<file path="src/rtl/ahb_line_fill_master.sv">
// I-cache refill engine: one INCR4 AHB-Lite read burst per miss, assembled into a 128-bit line.
// Read-only master; a burst is cut short only by an ERROR response.
module ahb_line_fill_master #(
    parameter int         LINE_BITS = 128,
    parameter logic [3:0] HPROT_VAL = 4'b0010
) (
    input  logic                 clk,
    input  logic                 rst,
    input  logic                 mem_req,
    input  logic [31:0]          mem_addr,
    output logic [LINE_BITS-1:0] mem_data_in,
    output logic                 mem_ready,
    output logic                 fill_err,
    output logic [31:0]          HADDR,
    output logic [1:0]           HTRANS,
    output logic [2:0]           HBURST,
    output logic [2:0]           HSIZE,
    output logic                 HWRITE,
    output logic [3:0]           HPROT,
    input  logic [31:0]          HRDATA,
    input  logic                 HREADY,
    input  logic                 HRESP
);
    localparam int         BEATS     = LINE_BITS / 32;
    localparam logic [1:0] TR_IDLE   = 2'b00;
    localparam logic [1:0] TR_NONSEQ = 2'b10;
    localparam logic [1:0] TR_SEQ    = 2'b11;

    typedef enum logic [1:0] {S_IDLE, S_BURST, S_ERR, S_DONE} state_t;

    state_t               state_q, state_d;
    logic [27:0]          base_q, base_d;
    logic [2:0]           addr_cnt_q, addr_cnt_d;
    logic [2:0]           data_cnt_q, data_cnt_d;
    logic [31:0]          haddr_q, haddr_d;
    logic [1:0]           htrans_q, htrans_d;
    logic [LINE_BITS-1:0] line_q, line_d;
    logic                 mem_ready_q, mem_ready_d;
    logic                 fill_err_q, fill_err_d;
    logic                 armed_q, armed_d;
    logic [2:0]           addr_nxt;
    logic                 data_pend;

    assign addr_nxt  = addr_cnt_q + 3'd1;
    // A data phase is outstanding whenever more addresses were accepted than words returned.
    assign data_pend = data_cnt_q < addr_cnt_q;

    always_comb begin
        state_d     = state_q;
        base_d      = base_q;
        addr_cnt_d  = addr_cnt_q;
        data_cnt_d  = data_cnt_q;
        haddr_d     = haddr_q;
        htrans_d    = htrans_q;
        line_d      = line_q;
        mem_ready_d = 1'b0;
        fill_err_d  = fill_err_q;
        // Re-arm only after the cache has visibly dropped its request.
        armed_d     = armed_q | ~mem_req;
        case (state_q)
            S_IDLE: begin
                if (mem_req && armed_q) begin
                    base_d     = mem_addr[31:4];
                    haddr_d    = {mem_addr[31:4], 4'h0};
                    htrans_d   = TR_NONSEQ;
                    addr_cnt_d = 3'd0;
                    data_cnt_d = 3'd0;
                    fill_err_d = 1'b0;
                    armed_d    = 1'b0;
                    state_d    = S_BURST;
                end
            end
            S_BURST: begin
                if (HREADY) begin
                    if (htrans_q != TR_IDLE) begin
                        addr_cnt_d = addr_nxt;
                        if (addr_cnt_q == 3'(BEATS - 1)) begin
                            htrans_d = TR_IDLE;
                        end else begin
                            htrans_d = TR_SEQ;
                            haddr_d  = {base_q, addr_nxt[1:0], 2'b00};
                        end
                    end
                    if (data_pend) begin
                        if (HRESP) begin
                            htrans_d    = TR_IDLE;
                            fill_err_d  = 1'b1;
                            mem_ready_d = 1'b1;
                            state_d     = S_DONE;
                        end else begin
                            for (int k = 0; k < BEATS; k++) begin
                                if (data_cnt_q == 3'(k)) line_d[32*k +: 32] = HRDATA;
                            end
                            data_cnt_d = data_cnt_q + 3'd1;
                            if (data_cnt_q == 3'(BEATS - 1)) begin
                                mem_ready_d = 1'b1;
                                state_d     = S_DONE;
                            end
                        end
                    end
                end else if (HRESP && data_pend) begin
                    // First ERROR cycle: withdraw the pending address and cancel the rest.
                    htrans_d = TR_IDLE;
                    state_d  = S_ERR;
                end
            end
            S_ERR: begin
                htrans_d = TR_IDLE;
                if (HREADY) begin
                    fill_err_d  = 1'b1;
                    mem_ready_d = 1'b1;
                    state_d     = S_DONE;
                end
            end
            S_DONE: begin
                fill_err_d = 1'b0;
                state_d    = S_IDLE;
            end
            default: state_d = S_IDLE;
        endcase
    end

    always_ff @(posedge clk or posedge rst) begin
        if (rst) begin
            state_q     <= S_IDLE;
            base_q      <= '0;
            addr_cnt_q  <= '0;
            data_cnt_q  <= '0;
            haddr_q     <= '0;
            htrans_q    <= TR_IDLE;
            line_q      <= '0;
            mem_ready_q <= 1'b0;
            fill_err_q  <= 1'b0;
            armed_q     <= 1'b1;
        end else begin
            state_q     <= state_d;
            base_q      <= base_d;
            addr_cnt_q  <= addr_cnt_d;
            data_cnt_q  <= data_cnt_d;
            haddr_q     <= haddr_d;
            htrans_q    <= htrans_d;
            line_q      <= line_d;
            mem_ready_q <= mem_ready_d;
            fill_err_q  <= fill_err_d;
            armed_q     <= armed_d;
        end
    end

    assign mem_data_in = line_q;
    assign mem_ready   = mem_ready_q;
    assign fill_err    = fill_err_q;
    assign HADDR       = haddr_q;
    assign HTRANS      = htrans_q;
    assign HBURST      = 3'b011;
    assign HSIZE       = 3'b010;
    assign HWRITE      = 1'b0;
    assign HPROT       = HPROT_VAL;
endmodule

</file>
<file path="config.mk">
export PLATFORM = sky130hd
export DESIGN_NAME = ahb_line_fill_master
export DESIGN_NICKNAME = d
export VERILOG_FILES = /design/src/rtl/ahb_line_fill_master.sv
export SDC_FILE = /design/constraint.sdc
export NUM_CORES = 1
export LEC_CHECK = 0
export ABC_CLOCK_PERIOD_IN_PS = 5690
export BUFFER_PORTS_ARGS = -buffer_cell sky130_fd_sc_hd__buf_2
export CORE_MARGIN = 5
export CORE_UTILIZATION = 40
export DETAILED_ROUTE_END_ITERATION = 8
export PLACE_DENSITY = 0.67
export SYNTH_ARGS = -nofsm -noshare
export SYNTH_HDL_FRONTEND = slang
export SYNTH_SLANG_ARGS = --single-unit
</file>
<file path="constraint.sdc">
create_clock -name clk -period 5.69 [get_ports clk]
set_clock_uncertainty 0.2 [all_clocks]
set_input_delay 0.569 -clock clk [delete_from_list [all_inputs] [get_ports clk]]
set_output_delay 0.569 -clock clk [all_outputs]
set_load 0.03 [all_outputs]
</file>
==> summary by stage, run 1 <==
Outcome
The run finished with clean final reports.

Clocking
Post-CTS timing repair inserted 0 buffers for setup. TritonCTS built the clock tree. The clock tree synthesis step divided the H-tree into 4 levels. The latest clock arrival within the worst-skew pair is 430 ps. The count of hold-fix buffers inserted at cts is 0. Counting the buffers created by CTS gives 17. Post-CTS repair changed the size of 0 cells. The buffer type at the clock tree root is sky130_fd_sc_hd__clkbuf_16. The clock input transition at the sequential cells of the worst setup and hold paths is 80 ps. No sink is reached through more buffers than the 2 on the longest clock path. The number of clock sinks is 199.

Drt
In this run, the number of DRC markers left after iteration 0 of detailed routing was 172. The routed layout has 5243 vias. The number of iterations in the first detailed-routing pass is 4. The routed design has 18220 microns of wire. The count of antenna-violating nets left after detailed routing is 0. Dividing the detail-routed wire length by the instance count gives 16.86 microns. The DRC violation count after routing is 0. In the routed layout, each cell is associated on average with a via count of 4.850.

Final layout
Cells fill 50.09% of the core in the end. The most frequent standard cell in the layout excluding fill and tap cells is sky130_fd_sc_hd__buf_2. For this run, the post-layout net count is 880. Excluding fillers, the count of instances in the completed layout stands at 1081.

The final-layout fill cell count is 1819. The area growth from synthesis to layout is 23.02%. The repair_antennas step left the layout with diodes totalling 0.

In the layout the commonest cells are 226 x sky130_fd_sc_hd__buf_2, 198 x sky130_fd_sc_hd__dfrtp_1, 92 x sky130_fd_sc_hd__mux2_2. Cells with a size suffix above 1 make up 45.62% of the layout.

Timing
Setup repair after global routing left no endpoint under its margin. The setup TNS after final layout is 0 ps. The share of the cycle needed by the critical path after routing is 53.83%. The number of failing setup endpoints in the final timing report is 0.

The count of final max-slew check failures is 0. The final-report hold violation count is 0. The minimum period implied by the final worst setup slack is 3063 ps. Measured against its own limit, the worst slew margin works out to 33.02%.

Derived from the worst setup path, the maximum achievable clock frequency is 326.5 MHz. For the pin with the worst max-slew slack, the measured transition is 1005 ps.

Die
In this run the standard cell core region covers 20300 sq um. The die covers 23640 sq um. The initial utilization of the core area, before any placement, comes to 40.72%. The die outline width is 153.8 microns. The die boundary height is 153.8 microns. The number of top-level design ports is 244.

The cell row count is 52.

Power and ir drop
The cell leakage power is 5.442 nW. The peak supply drop is 0.0003355 V. Power spread over the standard cell area amounts to 517.2 nW/um^2.

Yosys
Yosys mapped a number of flops with a built-in enable equal to 0. The synthesized netlist devotes 3.164% of its cell area to simple gates. The fraction of the mapped netlist area in compound gates is 5.117%. The xor/xnor cell area share of the yosys netlist is 0%. Yosys printed 0 warnings. The cell count after synthesis came out at 577.

The netlist area before placement is 8265 sq um. The flop and latch count out of synthesis is 199. The mean instance size in the synthesized netlist is 14.32 sq um. The adder-cell share of the synthesized area is 1.968%. In the synthesized netlist the async set-or-reset flop fraction comes to 100.0%. Among all flip-flop cells after synthesis, the most frequent one is sky130_fd_sc_hd__dfrtp_1. The number of distinct standard cells referenced by the synthesized netlist is 47. Summing the sequential cell areas from Yosys gives 60.26% of the chip area.

After synthesis, the largest family of logic cells by area is multiplexers. Of the post-synthesis cell area, the part taken by muxes is 24.92%.

GRT
The number of antenna violations at the first check in global routing is 0. The number of global-route vias before repair is 5456. In the global route stage, overall resource usage came out at 15.68%. The final global-route overflow total is 0. The largest net degree at the start of global routing is 122. The first-pass GRT wire length is 29910 microns.

Critical path
In this run the critical register-to-register path is launched from addr_cnt_q[2]$_DFFE_PP0P_. The length in cells of the worst reg-to-reg path is 6. Setup slack on the worst reg-to-reg path comes out at 2630 ps.

The critical path is of the reg2reg type. In this run the critical register-to-register path is captured at mem_data_in[61]$_DFFE_PP0P_. The kind of start point of the critical path is a flop. Data arrives at the worst endpoint at 3170 ps.

In this run the worst path has a maximum fanout of 32. The sort of element at the end of the critical path is a flop. The required time at the worst-slack endpoint is 5800 ps.

Place
Once placement completed, the tool counted placed cells totaling 1049. Routability-driven placement finished with a final weighted congestion of 0.7699. The total half-perimeter wirelength after legalization and detailed placement is 12470 microns. The count of input and output buffers is 226.

Hold path
The worst hold path belongs to the class in2async.

Job
The count of max-cap constraint violations is 0.
==> metal layers <==
metal  track usage, %  vias up  part of all wire (%)
met2            24.32      188                    45
met4            4.205        0                   1.6
met5                0        -                     0
met3            6.127       20                   8.9
met1            20.72     2585                    44
li1                 -     2450                     -
==> worst max-delay path, stage by stage, from the launching register on <==
cell and delay [ps]:
sky130_fd_sc_hd__dfrtp_1 350, sky130_fd_sc_hd__inv_1 60, sky130_fd_sc_hd__ha_1 300, sky130_fd_sc_hd__and2_1 240
sky130_fd_sc_hd__a211oi_4 390, sky130_fd_sc_hd__and4_2 980, sky130_fd_sc_hd__mux2_2 420
==> state kept, by name (all words and copies together) (netlist names) <==
signal,cells
base_q,28
state_q,2
fill_err,1
mem_data_in,128
armed_q,1
HTRANS,2
mem_ready,1
HADDR,30
data_cnt_q,3
addr_cnt_q,3
==> cell usage after synthesis (all sizes together), types with 2 or more instances <==
cell,number,area share [%]
dfrtp,198,60
mux2,158,22
buf,35,3.4
a21oi,32,1.9
nor2,31,1.4
mux2i,28,3.4
inv,17,0.77
ha,13,2.0
o21ai,9,0.54
clkbuf,6,0.27
nand2,6,0.27
a211o,4,0.42
a21boi,3,0.27
and2,3,0.23
nand3,3,0.18
nor3,3,0.18
a211oi,2,0.33
and4,2,0.21
conb,2,0.091
o22ai,2,0.15
o2bb2ai,2,0.21
==> per-stage QoR <==
stage	hold slack [ps]	cell area, sq um	power (mW)	setup slack, ps
floorplan	256.1	8310	3.505	2347
CTS	105.8	10170	5.334	2576
finish	93.43	10170	5.259	2627
global route	113.0	10170	5.597	2469
global placement	261.3	9549	4.025	2598
detailed placement	269.2	9549	4.076	2601
==> worst max path at each step <==
stage	startpoint	to	slack [ps]	cells after the start
6_report	addr_cnt_q[2]$_DFFE_PP0P_	mem_data_in[61]$_DFFE_PP0P_	2630	6
3_5_place_dp	addr_cnt_q[2]$_DFFE_PP0P_	mem_data_in[61]$_DFFE_PP0P_	2600	6
5_1_grt	addr_cnt_q[2]$_DFFE_PP0P_	mem_data_in[61]$_DFFE_PP0P_	2470	6
4_1_cts	addr_cnt_q[2]$_DFFE_PP0P_	mem_data_in[61]$_DFFE_PP0P_	2580	6
2_1_floorplan	rst	HADDR[10]$_DFFE_PP0P_	2350	1
3_3_place_gp	addr_cnt_q[2]$_DFFE_PP0P_	mem_data_in[61]$_DFFE_PP0P_	2600	6
==> cell type report <==
cell class / instances / area (sq um) / area share (%)
flip-flops and latches: 199 / 4981 / 48.98
multi-input cells: 331 / 2974 / 29.25
repair buffers: 232 / 1189 / 11.69
clock buffers: 17 / 425.4 / 4.184
well taps: 270 / 337.8 / 3.322
clock inverters: 15 / 193.9 / 1.907
inverters: 17 / 67.56 / 0.6645
==> report_power, final <==
group,internal (mW),switching (mW),total (mW)
logic,0.713,1.28,2.00
clock network,0.607,0.632,1.24
registers,1.82,0.202,2.02
total,3.14,2.12,5.26
==> cells by family (layout without fill, tap and decap cells) <==
logic type | after synthesis | in the layout
simple gates | 54 | 54
buf+inv | 58 | 281
flops | 199 | 199
compound gates | 65 | 65
fa+ha+maj | 13 | 13
mux | 186 | 186
other cells | 2 | 13
No activity file was read; power rests on OpenSTA's default activity.
==> run 2, diff against run 1 <==
--- a/config.mk
+++ b/config.mk
@@ -5,12 +5,11 @@
 export SDC_FILE = /design/constraint.sdc
 export NUM_CORES = 1
 export LEC_CHECK = 0
-export ABC_CLOCK_PERIOD_IN_PS = 5690
+export ABC_CLOCK_PERIOD_IN_PS = 2900
 export BUFFER_PORTS_ARGS = -buffer_cell sky130_fd_sc_hd__buf_2
 export CORE_MARGIN = 5
 export CORE_UTILIZATION = 40
 export DETAILED_ROUTE_END_ITERATION = 8
-export PLACE_DENSITY = 0.67
 export SYNTH_ARGS = -nofsm -noshare
 export SYNTH_HDL_FRONTEND = slang
 export SYNTH_SLANG_ARGS = --single-unit
==> constraint.sdc (replaced) <==
create_clock -name clk -period 2.9 [get_ports clk]
set_clock_uncertainty 0.2 [all_clocks]
set_input_delay 0.29 -clock clk [delete_from_list [all_inputs] [get_ports clk]]
set_output_delay 0.29 -clock clk [all_outputs]
set_load 0.03 [all_outputs]
==> summary by stage, run 2 (synthesized netlist as in run 1, its figures left out) <==
Drt
In the final routed layout, each cell accounts on average for 17.25 microns. The routed wire length is 19900 microns. The detailed-route via count is 5608. The count of antenna-violating nets left after detailed routing is 0. The first routing iteration left 212 violations. The first TritonRoute pass finished after 5 iterations. The mean number of vias per cell is 4.860. After detailed routing, the number of remaining DRC violations is 0.

Power and ir drop
Dividing total power by cell area gives a power density of 952.6 nW/um^2. The cell leakage power is 5.740 nW. VDD sags by at most 0.0006664 V.

Timing
The fmax is 391.0 MHz. The slew at the pin with the worst max-slew slack is 736.7 ps. The setup TNS after final layout is 0 ps. The share of the cycle needed by the critical path after routing is 88.18%. Measured against its own limit, the worst slew margin works out to 50.89%. After layout, the minimum clock period comes to 2557 ps.

Setup repair after global routing left no endpoint under its margin. The final-report hold violation count is 0. The count of final max-slew check failures is 0. The number of failing setup endpoints in the final timing report is 0.

Final layout
The number of flip-flops under the largest register name is 128. The library cell used most frequently in the layout, excluding fill and tap cells, is sky130_fd_sc_hd__buf_2. The top cell types in the final layout, fill and taps aside, are 226 x sky130_fd_sc_hd__buf_2, 198 x sky130_fd_sc_hd__dfrtp_1, 92 x sky130_fd_sc_hd__mux2_2. At the end of the flow the core is filled with cells to 53.56%. 0 antenna diodes ended up in the layout. At the end of the flow, the number of nets in the layout was 954. In the final layout, the share of cells above drive strength 1 is 42.87%. Compared with the post-synthesis result, the final layout area differs by 31.53%.

Critical path
The worst setup slack for register-to-register paths is 340 ps. The origin of the worst setup path is state_q[1]$_DFFE_PP0P_. The worst setup path is captured at a flop.

The cell with the biggest individual delay on the critical path is sky130_fd_sc_hd__dfrtp_1. The end point of the critical path is HADDR[20]$_DFFE_PP0P_. On the worst path, the slowest cell contributes a delay of 420 ps. The origin of the critical flop-to-flop path is state_q[1]$_DFFE_PP0P_. The required time at the worst-slack endpoint is 3050 ps. STA classifies the critical path startpoint as a flop.

The length in cells of the worst reg-to-reg path is 8. Data arrives at the worst endpoint at 2700 ps. The critical path goes through inv_1 > ha_2 > buf_4 > nor2_1 > a2111oi_4 > buf_4 > nor2_1 > a21oi_1. The start-to-end type of the worst setup path is reg2reg.

The worst register-to-register path ends at HADDR[20]$_DFFE_PP0P_. The maximum fanout along the worst path is 40.

Die
During I/O placement, the number of pins put on the boundary was 244. The die is 153.8 microns tall. The cell row count is 52. The core region is 20300 sq um. The starting density of the core is 40.72%. The die outline area is 23640 sq um. The floorplan step set the die width to 153.8 microns.

Place
Detailed placement ended at an HPWL of 14450 microns. Port buffering added 226 buffers. Routability-driven placement finished with a final weighted congestion of 0.7751.

Clocking
The number of clock sinks is 199. At the later pin of the worst-skew pair, clock insertion delay measures 420 ps. The TritonCTS clock tree is built.

The number of buffers inserted to repair setup after CTS is 0. TritonCTS created 17 clock buffers. The buffer type at the clock tree root is sky130_fd_sc_hd__clkbuf_16. In this run the number of H-tree levels came out at 4. Post-CTS repair changed the size of 0 cells.

The clock input transition at the sequential cells of the worst setup and hold paths is 70 ps. The number of buffers on the longest clock path is 2.

GRT
The overall track demand over capacity in global routing is 17.17%. The first global-routing pass estimated 32750 microns of wire. Entering global routing, the biggest net connects 61 pins. The number of global-route vias before repair is 6096. The number of antenna violations at the first check in global routing is 0. For this run the aggregate overflow at the end of global routing stands at 0.

Job
The count of max-cap constraint violations is 0.

Hold path
The min-delay analysis places its worst path in the category in2reg.

Outcome
The run finished with clean final reports.
[run 2: what timing repair did]
action / CTS / global route
endpoints found under the setup margin: 0 / 0
hold endpoints to repair: 379 / 0
hold buffers: 63 / 0
[run 2: critical path, delay by kind of cell, from the launching register on]
kind	cells	cell delay, ps
buf+inv	3	820
compound gates	2	510
flops	1	420
fa+ha+maj	1	290
simple gates	2	220
[run 2: layout make-up]
| type | count | area (sq um) |
|---|---|---|
| Fill cell | 1748 | 9428 |
| Sequential cell | 199 | 4981 |
| Multi-Input combinational cell | 331 | 2974 |
| Timing Repair Buffer | 306 | 1939 |
| Clock buffer | 18 | 429.2 |
| Tap cell | 270 | 337.8 |
| Clock inverter | 13 | 142.6 |
| Inverter | 17 | 67.56 |
[run 2: metrics by stage]
step           std cells  setup WS (ps)  hold WS (ps)  total power [mW]  instance area, sq um
4_1_cts             1154          312.2         166.0             10.49                 10870
6_report            1154          342.7         188.5             10.36                 10870
2_1_floorplan        588         -163.5         158.2             6.878                  8310
3_3_place_gp        1060          400.5         261.5             7.919                  9669
5_1_grt             1154          155.0         217.0             11.01                 10870
3_5_place_dp        1060          331.2         269.2             8.100                  9669
[run 2: power breakdown]
part           total (mW)  switching [mW]  internal [mW]
logic                4.06            2.57           1.49
clock network        2.29            1.08           1.21
registers            4.01           0.428           3.58
[run 2: worst min-delay path by stage]
stage,start,endpoint,slack [ps],depth (start not counted)
finish,HRESP,data_cnt_q[2]$_DFFE_PP0P_,190,5
global placement,mem_data_in[37]$_DFFE_PP0P_,mem_data_in[37]$_DFFE_PP0P_,260,1
global route,HRESP,data_cnt_q[2]$_DFFE_PP0P_,220,5
detailed placement,mem_data_in[42]$_DFFE_PP0P_,mem_data_in[42]$_DFFE_PP0P_,270,1
CTS,HRESP,data_cnt_q[2]$_DFFE_PP0P_,170,5
floorplan,mem_req,armed_q$_DFF_PP1_,160,1
[run 2: layer usage]
layer	part of all wire [%]	GRT usage, %	vias to the layer above
met1	43	21.30	2799
met2	48	28.89	193
met5	0	0	-
met3	7.6	5.902	22
met4	1.2	4.458	0
li1	-	-	2594
==> run 3, diff against run 2 <==
--- a/config.mk
+++ b/config.mk
@@ -8,7 +8,8 @@
 export ABC_CLOCK_PERIOD_IN_PS = 2900
 export BUFFER_PORTS_ARGS = -buffer_cell sky130_fd_sc_hd__buf_2
 export CORE_MARGIN = 5
-export CORE_UTILIZATION = 40
+export CORE_UTILIZATION = 30
+export CTS_CLUSTER_DIAMETER = 40
 export DETAILED_ROUTE_END_ITERATION = 8
 export SYNTH_ARGS = -nofsm -noshare
 export SYNTH_HDL_FRONTEND = slang
==> summary by stage, run 3 (synthesized netlist as in run 1, its figures left out) <==
Outcome
The flow ran to the end, and the final reports show no timing, DRC or antenna violations.

Critical path
On the critical path the largest part of the delay comes from simple AND/OR/NAND/NOR gates. The kind of start point of the critical path is a flop. The maximum fanout along the worst path is 32. The sort of element at the end of the critical path is a flop. In this design, the stage delay of the slowest critical-path cell is 390 ps. The startpoint identified for the worst register-to-register timing path is addr_cnt_q[2]$_DFFE_PP0P_. The origin of the worst setup path is addr_cnt_q[2]$_DFFE_PP0P_.

The worst register-to-register path ends at mem_data_in[61]$_DFFE_PP0P_. Together, buffers and inverters on the worst path number 2. The worst setup slack for register-to-register paths is 310 ps. The length in cells of the worst reg-to-reg path is 7. The critical path goes through inv_1 > ha_1 > and2_1 > a211oi_4 > and4_2 > buf_12 > mux2_2. Among all stages on the critical path, the largest delay is contributed by sky130_fd_sc_hd__a211oi_4. For the worst setup path, the data required time is 3000 ps. The arrival time at the worst endpoint is 2690 ps. The start-to-end type of the worst setup path is reg2reg.

Drt
The mean number of vias per cell is 4.515. The number of design-rule violations left by the first detailed-router iteration is 194. The routed design has 20320 microns of wire. For this run, the detailed router's first-pass iteration total came to 4. The DRC violation count after routing is 0. In the final routed layout, each cell accounts on average for 16.60 microns. For this block, the via count after detailed routing is 5526. The count of antenna-violating nets left after detailed routing is 0.

Clocking
TritonCTS built the clock tree. TritonCTS created 17 clock buffers. The number of cells upsized or downsized after cts is 0.

For this design, the sink count on the clock tree is 199. In this run the deepest clock path goes through 2 buffers. The latest clock arrival within the worst-skew pair is 420 ps. In this run the clock root is driven by a sky130_fd_sc_hd__clkbuf_16. Clock-pin slew was measured on the worst setup and hold paths at 70 ps.

In this run the number of H-tree levels came out at 4.

Final layout
The number of inserted diodes is 0. Relative to the synthesized area, the layout overhead comes to 33.47%. After the last flow step, the layout net total stands at 952.

The share of final-layout standard cells stronger than drive strength 1 is 42.92%. The register with the most flip-flops in the layout has 128 of them. In the layout the commonest cells are 226 x sky130_fd_sc_hd__buf_2, 198 x sky130_fd_sc_hd__dfrtp_1, 92 x sky130_fd_sc_hd__mux2_2.

For this run, the share of the core covered by cells in the final layout is 40.82%. The most frequent standard cell in the layout excluding fill and tap cells is sky130_fd_sc_hd__buf_2.

Power and ir drop
The power per cell area is 949.9 nW/um^2. The peak supply drop is 0.0005491 V. The overall power is 10.48 mW.

The cell leakage power is 5.769 nW.

Die
Measured along the y axis, the die boundary spans 176.0 microns. The starting density of the core is 30.58%. Pin placement for this block handled 244 I/O pins. The cell row count is 60. The die outline width is 176.0 microns. The total core area is 27030 sq um.

The die covers 30970 sq um.

Job
The tool flagged a number of max-cap violations equal to 0.

Timing
The count of final max-slew check failures is 0. For the pin with the worst max-slew slack, the measured transition is 679.2 ps. The minimum period implied by the final worst setup slack is 2589 ps. Setup repair after global routing left no endpoint under its margin.

After layout, the worst path uses 89.28% of the clock period. The number of failing setup endpoints in the final timing report is 0. The final-report hold violation count was 0. The fmax is 386.2 MHz. The worst relative slew slack is 54.62%. The worst path meets setup with 310.9 ps of slack.

GRT
Entering global routing, the biggest net connects 61 pins. The overall track demand over capacity in global routing is 13.04%. The number of global-route vias before repair is 5816.

For this run the aggregate overflow at the end of global routing stands at 0. The first-pass GRT wire length is 32420 microns. The number of antenna violations at the first check in global routing is 0.

Place
The global placer's final weighted congestion is 0.7534. The count of input and output buffers is 226. The total half-perimeter wirelength after legalization and detailed placement is 14100 microns. Prior to clock tree synthesis, the placed netlist has a worst setup slack of 325.5 ps.

Hold path
Along the worst hold path, the cell count comes to 4. The worst hold path startpoint is HRESP. The worst hold path class is in2reg. The end point of the most critical hold path is data_cnt_q[2]$_DFFE_PP0P_.
[run 3: changes by cell type in the layout (fill, tap and decap cells not counted), sizes merged]
cell	delta
clkinvlp	-2
bufinv	-1
clkinv	+2
buf	-2
inv	+3
clkbuf	-1
[run 3: routing by layer]
layer	track usage (%)	up-vias	routed length, microns
li1	-	2602	-
met1	17.58	2720	9517
met2	19.86	192	8721
met3	5.011	12	1903
met4	3.314	0	180
met5	0	-	0
[run 3: worst min-delay path, cell delays in order]
cell	delay, ps
sky130_fd_sc_hd__buf_2	140
sky130_fd_sc_hd__a211oi_4	70
sky130_fd_sc_hd__nand2_1	60
sky130_fd_sc_hd__o22ai_1	70
[run 3: per-stage QoR]
stage | hold slack, ps | TNS [ps] | instances | cell area [sq um]
after detailed placement | 233.3 | 0 | 1129 | 9781
final | 55.14 | 0 | 1224 | 11030
after floorplan | 158.2 | -32380 | 588 | 8310
after global routing | 48.68 | 0 | 1224 | 11030
after CTS | 24.48 | 0 | 1224 | 11030
after global placement | 234.9 | 0 | 1129 | 9781
[run 3: what timing repair did]
item / 4_1_cts / 5_1_grt
hold endpoints to repair: 206 / 0
hold buffers: 63 / 0
setup buffers: 0 / 0
[run 3: layout make-up]
| type | count | area, sq um |
|---|---|---|
| multi-input combinational | 331 | 2974 |
| sequential | 199 | 4981 |
| clock buffer | 17 | 425.4 |
| tap | 341 | 426.7 |
| fill | 2583 | 15990 |
| clock inverter | 15 | 195.2 |
| timing repair buffer | 304 | 1962 |
| inverter | 17 | 67.56 |
[run 3: worst max-delay path by stage]
stage	endpoint	slack (ps)	cells past startpoint
2_1_floorplan	HADDR[10]$_DFFE_PP0P_	-160	1
3_3_place_gp	mem_data_in[61]$_DFFE_PP0P_	340	7
3_5_place_dp	mem_data_in[51]$_DFFE_PP0P_	330	7
4_1_cts	mem_data_in[61]$_DFFE_PP0P_	310	7
5_1_grt	mem_data_in[61]$_DFFE_PP0P_	190	7
6_report	mem_data_in[61]$_DFFE_PP0P_	310	7
[run 3: report_power, final]
group | total (mW) | internal, mW | switching [mW]
combinational | 4.05 | 1.50 | 2.55
clock | 2.44 | 1.19 | 1.25
sequential | 3.99 | 3.57 | 0.411
total | 10.5 | 6.27 | 4.21
